## config.mk

```make
export PLATFORM = sky130hd
export DESIGN_NAME = mem_access_stage
export DESIGN_NICKNAME = d
export VERILOG_FILES = /design/src/rtl/cpu_pkg.sv /design/src/rtl/mem_wb_reg.sv /design/src/rtl/mem_access_stage.sv
export SDC_FILE = /design/constraint.sdc
export NUM_CORES = 1
export LEC_CHECK = 0
export CORE_AREA = 3 3 182 184
export CTS_CLUSTER_DIAMETER = 200
export DETAILED_ROUTE_END_ITERATION = 12
export DIE_AREA = 0 0 185 187
export HOLD_SLACK_MARGIN = 0.06
export PLACE_DENSITY = 0.66
export SETUP_SLACK_MARGIN = 0.02
export SYNTH_ARGS = -nofsm -noshare
export SYNTH_HDL_FRONTEND = slang
export SYNTH_SLANG_ARGS = --single-unit
```

## constraint.sdc

```tcl
create_clock -name clk -period 4.7 [get_ports clk]
set_input_delay 0.94 -clock clk [delete_from_list [all_inputs] [get_ports clk]]
set_output_delay 0.94 -clock clk [all_outputs]
set_load 0.01 [all_outputs]
```

## src/rtl/cpu_pkg.sv

```systemverilog
// Shared CPU definitions: datapath widths, the zero-register index and the MEM-stage
// FSM state encoding used by the MEM stage, write-back and the register file.
package cpu_pkg;

    localparam int XLEN    = 64;
    localparam int REGW    = 5;
    localparam int XZR_IDX = 31;

    typedef enum logic {
        IDLE = 1'b0,
        WAIT = 1'b1
    } mem_state_t;

    // A doubleword access is legal only on an 8-byte boundary.
    function automatic logic is_misaligned(input logic [XLEN-1:0] addr);
        return addr[2:0] != 3'b000;
    endfunction

endpackage

```

## src/rtl/mem_wb_reg.sv

```systemverilog
// MEM/WB pipeline register. Writes to the zero register never reach the register file,
// so RegWrite is masked here for every source (ALU, load, fault).
module mem_wb_reg #(
    parameter int XLEN = cpu_pkg::XLEN,
    parameter int REGW = cpu_pkg::REGW
) (
    input  logic            clk,
    input  logic            rst,
    input  logic            i_load,
    input  logic            i_valid,
    input  logic [REGW-1:0] i_reg,
    input  logic [XLEN-1:0] i_loaded,
    input  logic [XLEN-1:0] i_result,
    input  logic            i_mem_to_reg,
    input  logic            i_reg_write,
    output logic            o_valid,
    output logic [REGW-1:0] o_reg,
    output logic [XLEN-1:0] o_loaded,
    output logic [XLEN-1:0] o_result,
    output logic            o_mem_to_reg,
    output logic            o_reg_write
);
    import cpu_pkg::*;

    logic            r_valid;
    logic [REGW-1:0] r_reg;
    logic [XLEN-1:0] r_loaded;
    logic [XLEN-1:0] r_result;
    logic            r_mem_to_reg;
    logic            r_reg_write;

    always_ff @(posedge clk) begin
        if (rst) begin
            r_valid      <= 1'b0;
            r_reg        <= '0;
            r_loaded     <= '0;
            r_result     <= '0;
            r_mem_to_reg <= 1'b0;
            r_reg_write  <= 1'b0;
        end else if (i_load) begin
            r_valid      <= i_valid;
            r_reg        <= i_reg;
            r_loaded     <= i_loaded;
            r_result     <= i_result;
            r_mem_to_reg <= i_mem_to_reg;
            r_reg_write  <= i_reg_write && (i_reg != REGW'(XZR_IDX));
        end
    end

    assign o_valid      = r_valid;
    assign o_reg        = r_reg;
    assign o_loaded     = r_loaded;
    assign o_result     = r_result;
    assign o_mem_to_reg = r_mem_to_reg;
    assign o_reg_write  = r_reg_write;

endmodule

```

## src/rtl/mem_access_stage.sv

```systemverilog
// MEM pipeline stage: issues one data-memory request at a time over req/ack, stalls
// execute while it is outstanding, and feeds the MEM/WB register.
module mem_access_stage #(
    parameter int XLEN = cpu_pkg::XLEN,
    parameter int REGW = cpu_pkg::REGW
) (
    input  logic                clk,
    input  logic                rst,
    input  logic                ex_valid,
    input  logic [XLEN-1:0]     ex_result,
    input  logic [XLEN-1:0]     ex_store_data,
    input  logic [REGW-1:0]     ex_reg,
    input  logic                ex_mem_read,
    input  logic                ex_mem_write,
    input  logic                ex_mem_to_reg,
    input  logic                ex_reg_write,
    output logic                mem_stall,
    output logic                dmem_req,
    output logic                dmem_we,
    output logic [XLEN-1:0]     dmem_addr,
    output logic [XLEN-1:0]     dmem_wdata,
    input  logic [XLEN-1:0]     dmem_rdata,
    input  logic                dmem_ack,
    output logic                mem_fault,
    output logic                wb_valid,
    output logic [REGW-1:0]     Reg,
    output logic [XLEN-1:0]     loadedData,
    output logic [XLEN-1:0]     Results,
    output logic                MemToReg,
    output logic                RegWrite,
    output cpu_pkg::mem_state_t dbg_state
);
    import cpu_pkg::*;

    // Handshake: dmem_req stays high with stable we/addr/wdata until the cycle dmem_ack
    // is seen high; that cycle completes the access. dmem_ack outside WAIT has no effect.

    mem_state_t      r_state;
    mem_state_t      w_state_nxt;
    logic            r_req_we;
    logic [XLEN-1:0] r_req_addr;
    logic [XLEN-1:0] r_req_wdata;
    logic [REGW-1:0] r_req_reg;
    logic            r_req_mem_to_reg;
    logic            r_req_reg_write;
    logic            r_fault;

    logic            w_idle;
    logic            w_mem_op;
    logic            w_illegal;
    logic            w_start;
    logic            w_fault;

    logic            w_wb_load;
    logic            w_wb_valid;
    logic [REGW-1:0] w_wb_reg;
    logic [XLEN-1:0] w_wb_loaded;
    logic [XLEN-1:0] w_wb_result;
    logic            w_wb_mem_to_reg;
    logic            w_wb_reg_write;

    assign w_idle    = (r_state == IDLE);
    assign w_mem_op  = ex_mem_read | ex_mem_write;
    assign w_illegal = w_mem_op & ((ex_mem_read & ex_mem_write) | is_misaligned(ex_result));
    assign w_start   = w_idle & ex_valid & w_mem_op & ~w_illegal;
    assign w_fault   = w_idle & ex_valid & w_illegal;

    always_comb begin
        w_state_nxt = r_state;
        case (r_state)
            IDLE:    if (w_start)  w_state_nxt = WAIT;
            WAIT:    if (dmem_ack) w_state_nxt = IDLE;
            default: w_state_nxt = IDLE;
        endcase
    end

    always_ff @(posedge clk) begin
        if (rst) begin
            r_state          <= IDLE;
            r_fault          <= 1'b0;
            r_req_we         <= 1'b0;
            r_req_addr       <= '0;
            r_req_wdata      <= '0;
            r_req_reg        <= '0;
            r_req_mem_to_reg <= 1'b0;
            r_req_reg_write  <= 1'b0;
        end else begin
            r_state <= w_state_nxt;
            r_fault <= w_fault;
            if (w_start) begin
                r_req_we         <= ex_mem_write;
                r_req_addr       <= ex_result;
                r_req_wdata      <= ex_store_data;
                r_req_reg        <= ex_reg;
                r_req_mem_to_reg <= ex_mem_to_reg;
                r_req_reg_write  <= ex_reg_write;
            end
        end
    end

    // MEM/WB loads every IDLE cycle (instruction, fault or bubble) and on the completing
    // ack; while waiting it holds the bubble written when the request was accepted.
    always_comb begin
        w_wb_load       = w_idle | dmem_ack;
        w_wb_valid      = 1'b0;
        w_wb_reg        = '0;
        w_wb_loaded     = '0;
        w_wb_result     = '0;
        w_wb_mem_to_reg = 1'b0;
        w_wb_reg_write  = 1'b0;
        if (!w_idle) begin
            w_wb_valid      = 1'b1;
            w_wb_reg        = r_req_reg;
            w_wb_loaded     = r_req_we ? '0 : dmem_rdata;
            w_wb_result     = r_req_addr;
            w_wb_mem_to_reg = r_req_mem_to_reg;
            w_wb_reg_write  = r_req_reg_write & ~r_req_we;
        end else if (ex_valid && !w_start) begin
            w_wb_valid      = 1'b1;
            w_wb_reg        = ex_reg;
            w_wb_result     = ex_result;
            w_wb_mem_to_reg = ex_mem_to_reg & ~w_fault;
            w_wb_reg_write  = ex_reg_write & ~w_fault;
        end
    end

    mem_wb_reg #(.XLEN(XLEN), .REGW(REGW)) u_mem_wb_reg (
        .clk          (clk),
        .rst          (rst),
        .i_load       (w_wb_load),
        .i_valid      (w_wb_valid),
        .i_reg        (w_wb_reg),
        .i_loaded     (w_wb_loaded),
        .i_result     (w_wb_result),
        .i_mem_to_reg (w_wb_mem_to_reg),
        .i_reg_write  (w_wb_reg_write),
        .o_valid      (wb_valid),
        .o_reg        (Reg),
        .o_loaded     (loadedData),
        .o_result     (Results),
        .o_mem_to_reg (MemToReg),
        .o_reg_write  (RegWrite)
    );

    assign mem_stall  = ~w_idle;
    assign dmem_req   = ~w_idle;
    assign dmem_we    = ~w_idle & r_req_we;
    assign dmem_addr  = w_idle ? '0 : r_req_addr;
    assign dmem_wdata = w_idle ? '0 : r_req_wdata;
    assign mem_fault  = r_fault;
    assign dbg_state  = r_state;

endmodule

```

==> run_results.csv <==
group,metric,value,unit
status,outcome,"finished, final reports clean",
clocking,clk_pin_slew,0.06,ns
placed_design,place_ws,1.241,ns
synth,syn_nets,1493,
drt,first_pass_iters,4,
clocking,postCtsHoldBufs,0,
grt,grt_pass1_vias,10207,
grt,grt_max_degree,139,
power_and_ir_drop,power_density,322.7,nW/um2
synth,synthAdderAreaFrac,0.09482,%
drt,via_per_inst,4.922,
sta,setup_slack,0.8798,ns
floorplan,dieArea,34600,um2
grt,grt_busiest_layer,"met2",
cells_and_area,multi_input_area,4591,um2
placed_design,dp_cells,2061,
synth,async_reset_ff_share,0,%
placed_design,placed_area,15480,um2
grt,gr-usage-met1,26.00,%
drt,wl_per_cell,18.08,um
drt,drt.antenna.violating_nets,0,
power_and_ir_drop,ir_drop,245.3,uV
drt,route.detailed.drc,0,
clocking,post-cts-setup-buffers,0,
synth,synth_mux_area_share,0.1067,%
clocking,numCtsBuffers,31,
sta,fin_skew,0.01776,ns
sta,fmax,0.2618,GHz
grt,grt_use_total,20.98,%
sta,setup_tns,0,ns
cells_and_area,fin_nets,1897,
worst_setup_path,reg2regPathDepth,5,
floorplan,die_h,187,um
cells_and_area,final_area,16550,um2
worst_setup_path,cp_max_fo,116,
clocking,cts.repair.resized,0,
floorplan,initial_core_util,33.45,%
min_path,hp-class,"reg -> reg",
synth,syn_area_per_cell,8.196,um2
placed_design,portBuffers,473,
placed_design,place.gp.congestion,0.8013,
sta,rsz0062_at_grt,"false",
cells_and_area,fillers,2915,
synth,synth_cells,1288,
power_and_ir_drop,p_total,0.005342,W
drt,via_count,10435,
worst_setup_path,required,3.76,ns
synth,synth_top_family_by_area,"simple AND/OR/NAND/NOR gates",
clocking,insertion_delay,0.56,ns
sta,fin_crit,3.820,ns
worst_setup_path,critPathKind,"reg -> out",
sta,tightest_slew,1.109,ns
worst_setup_path,cp-start-kind,"flip-flop",
clocking,cts.sinks,274,
synth,synth_cell_type_count,32,
drt,finalWirelength,38320,um
grt,grt_overflow_total,0,
clocking,cts_root_buf,"clkbuf_16",
synth,ys.flop_type,"dfxtp_1",
sta,fin_crit_sh,81.28,%
synth,synth_xor_area_share,0.08297,%
sta,finalHoldViolations,0,
synth,synth_area_leaders,"dfxtp_1 52%, nand2_1 9.5%, and2_1 7.7%, a21oi_1 6.5%, nor2_1 4.8%",
synth,yosysWarnings,0,
cells_and_area,drive_above_1_share,4.254,%
worst_setup_path,arrival,2.88,ns
floorplan,rows,65,
worst_setup_path,critPathCaptureType,"primary output",
synth,synth_seq_cells,274,
placed_design,hpwl,25880,um
sta,slew_viol_final,0,
synth,post_synth_and_or_nand_nor_area_fraction,26.11,%
synth,synth_top_area_share,51.96,%
grt,grt_pass1_wl,59030,um
synth,yosysSeqAreaShare,51.96,%
cells_and_area,finalNonFillerCells,2120,
cells_and_area,seq_area,5489,um2
sta,slew_headroom,26.09,%
synth,synth-compound-area-share,16.70,%
clocking,htreeDepth,1,
clocking,cts_buffer_depth,3,
floorplan,io-pin-count,474,
clocking,cts_tree,"built",
grt,grt_util_met3,6.787,%
synth,synth_top_area_cell,"dfxtp_1",
power_and_ir_drop,leakagePower,5.858,nW
floorplan,core,31560,um2
synth,synth_edf_count,0,
floorplan,die_width,185,um
sta,setup_viol,0,
grt,antenna_found_initial,2,
min_path,hold_depth,2,
synth,synth_area,10560,um2
cells_and_area,area_growth,56.79,%
grt,met2_usage,34.85,%
drt,drt_iter0_drc,485,
flow_run,maxCapViolCount,0,
cells by family after synthesis:
group / Yosys count
AND/OR/NAND/NOR: 614
AO/OA/AOI/OAI: 279
flip-flops: 274
buffers and inverters: 118
XOR/XNOR: 1
multiplexers: 1
adder cells (fa/ha/maj): 1
report_power, final:
part           total [W]  internal [W]  switching, W
Clock            0.00250       0.00153      0.000973
Combinational   0.000441      0.000252      0.000189
Sequential       0.00240       0.00237     0.0000269
Total            0.00534       0.00415       0.00119
routing by layer:
layer | part of all wire, % | wire [um]
met1 | 40 | 15470
met4 | 2.9 | 1121
met3 | 8.8 | 3378
met2 | 48 | 18350
met5 | 0 | 0
through the flow:
stage | utilization (%) | hold WS [ns]
2_1_floorplan | - | 0.4317
6_report | 52.45 | 0.4475
3_5_place_dp | 49.04 | 0.4418
5_1_grt | 52.45 | 0.4628
3_3_place_gp | 49.04 | 0.4369
4_1_cts | 52.43 | 0.4501
cell type report:
type	instances	share of cell area (%)
flip-flops and latches	274	33.16
repair buffers	485	29.48
multi-input cells	896	27.74
clock buffers	47	5.655
well taps	402	3.039
clock inverters	10	0.8089
inverters	4	0.09072
diodes	2	0.03024
synth_stat cells (2+ instances only):
cell type and count:
clkbuf_1 70, nor2_1 136, a221oi_1 4, a22oi_1 65, inv_1 4, a211oi_1 65
buf_1 4, and3_1 2, a32o_1 2, dfxtp_1 274, and2_1 130, nand2_1 266
buf_2 30, nor3b_1 3, a21oi_1 137, buf_4 9, nand2b_1 2, nor2b_1 2
nor3_1 70
worst max-delay path, stage by stage (launching register included):
cell and delay (ns):
dfxtp_4 1.06, buf_4 0.46, and2_1 0.20, clkdlybuf4s50_1 0.58
placed cells by master (no fill, tap or decap), types with 2 or more instances in the layout:
cell type,count
a211oi_1,65
a21oi_1,137
a221oi_1,4
a22oi_1,65
a32o_1,2
and2_1,130
buf_12,4
buf_4,8
bufinv_16,3
clkbuf_1,6
clkbuf_16,31
clkbuf_8,11
clkdlybuf4s50_1,472
clkinv_2,4
dfxtp_1,273
diode_2,2
inv_1,4
inv_6,2
nand2_1,266
nor2_1,136
nor3_1,70
nor3b_1,3
worst paths after layout:
| check | startpoint | end | slack (ns) |
|---|---|---|---|
| hold / removal | r_req_wdata[13]$_SDFFE_PP0P_ | r_req_wdata[13]$_SDFFE_PP0P_ | 0.45 |
| hold reg to reg | r_req_wdata[13]$_SDFFE_PP0P_ | r_req_wdata[13]$_SDFFE_PP0P_ | 0.45 |
| setup reg to reg | dbg_state$_SDFF_PP0_ | r_req_wdata[56]$_SDFFE_PP0P_ | 1.73 |
| setup / recovery | dbg_state$_SDFF_PP0_ | dmem_addr[60] | 0.88 |
(Power assumes the default switching activity.)
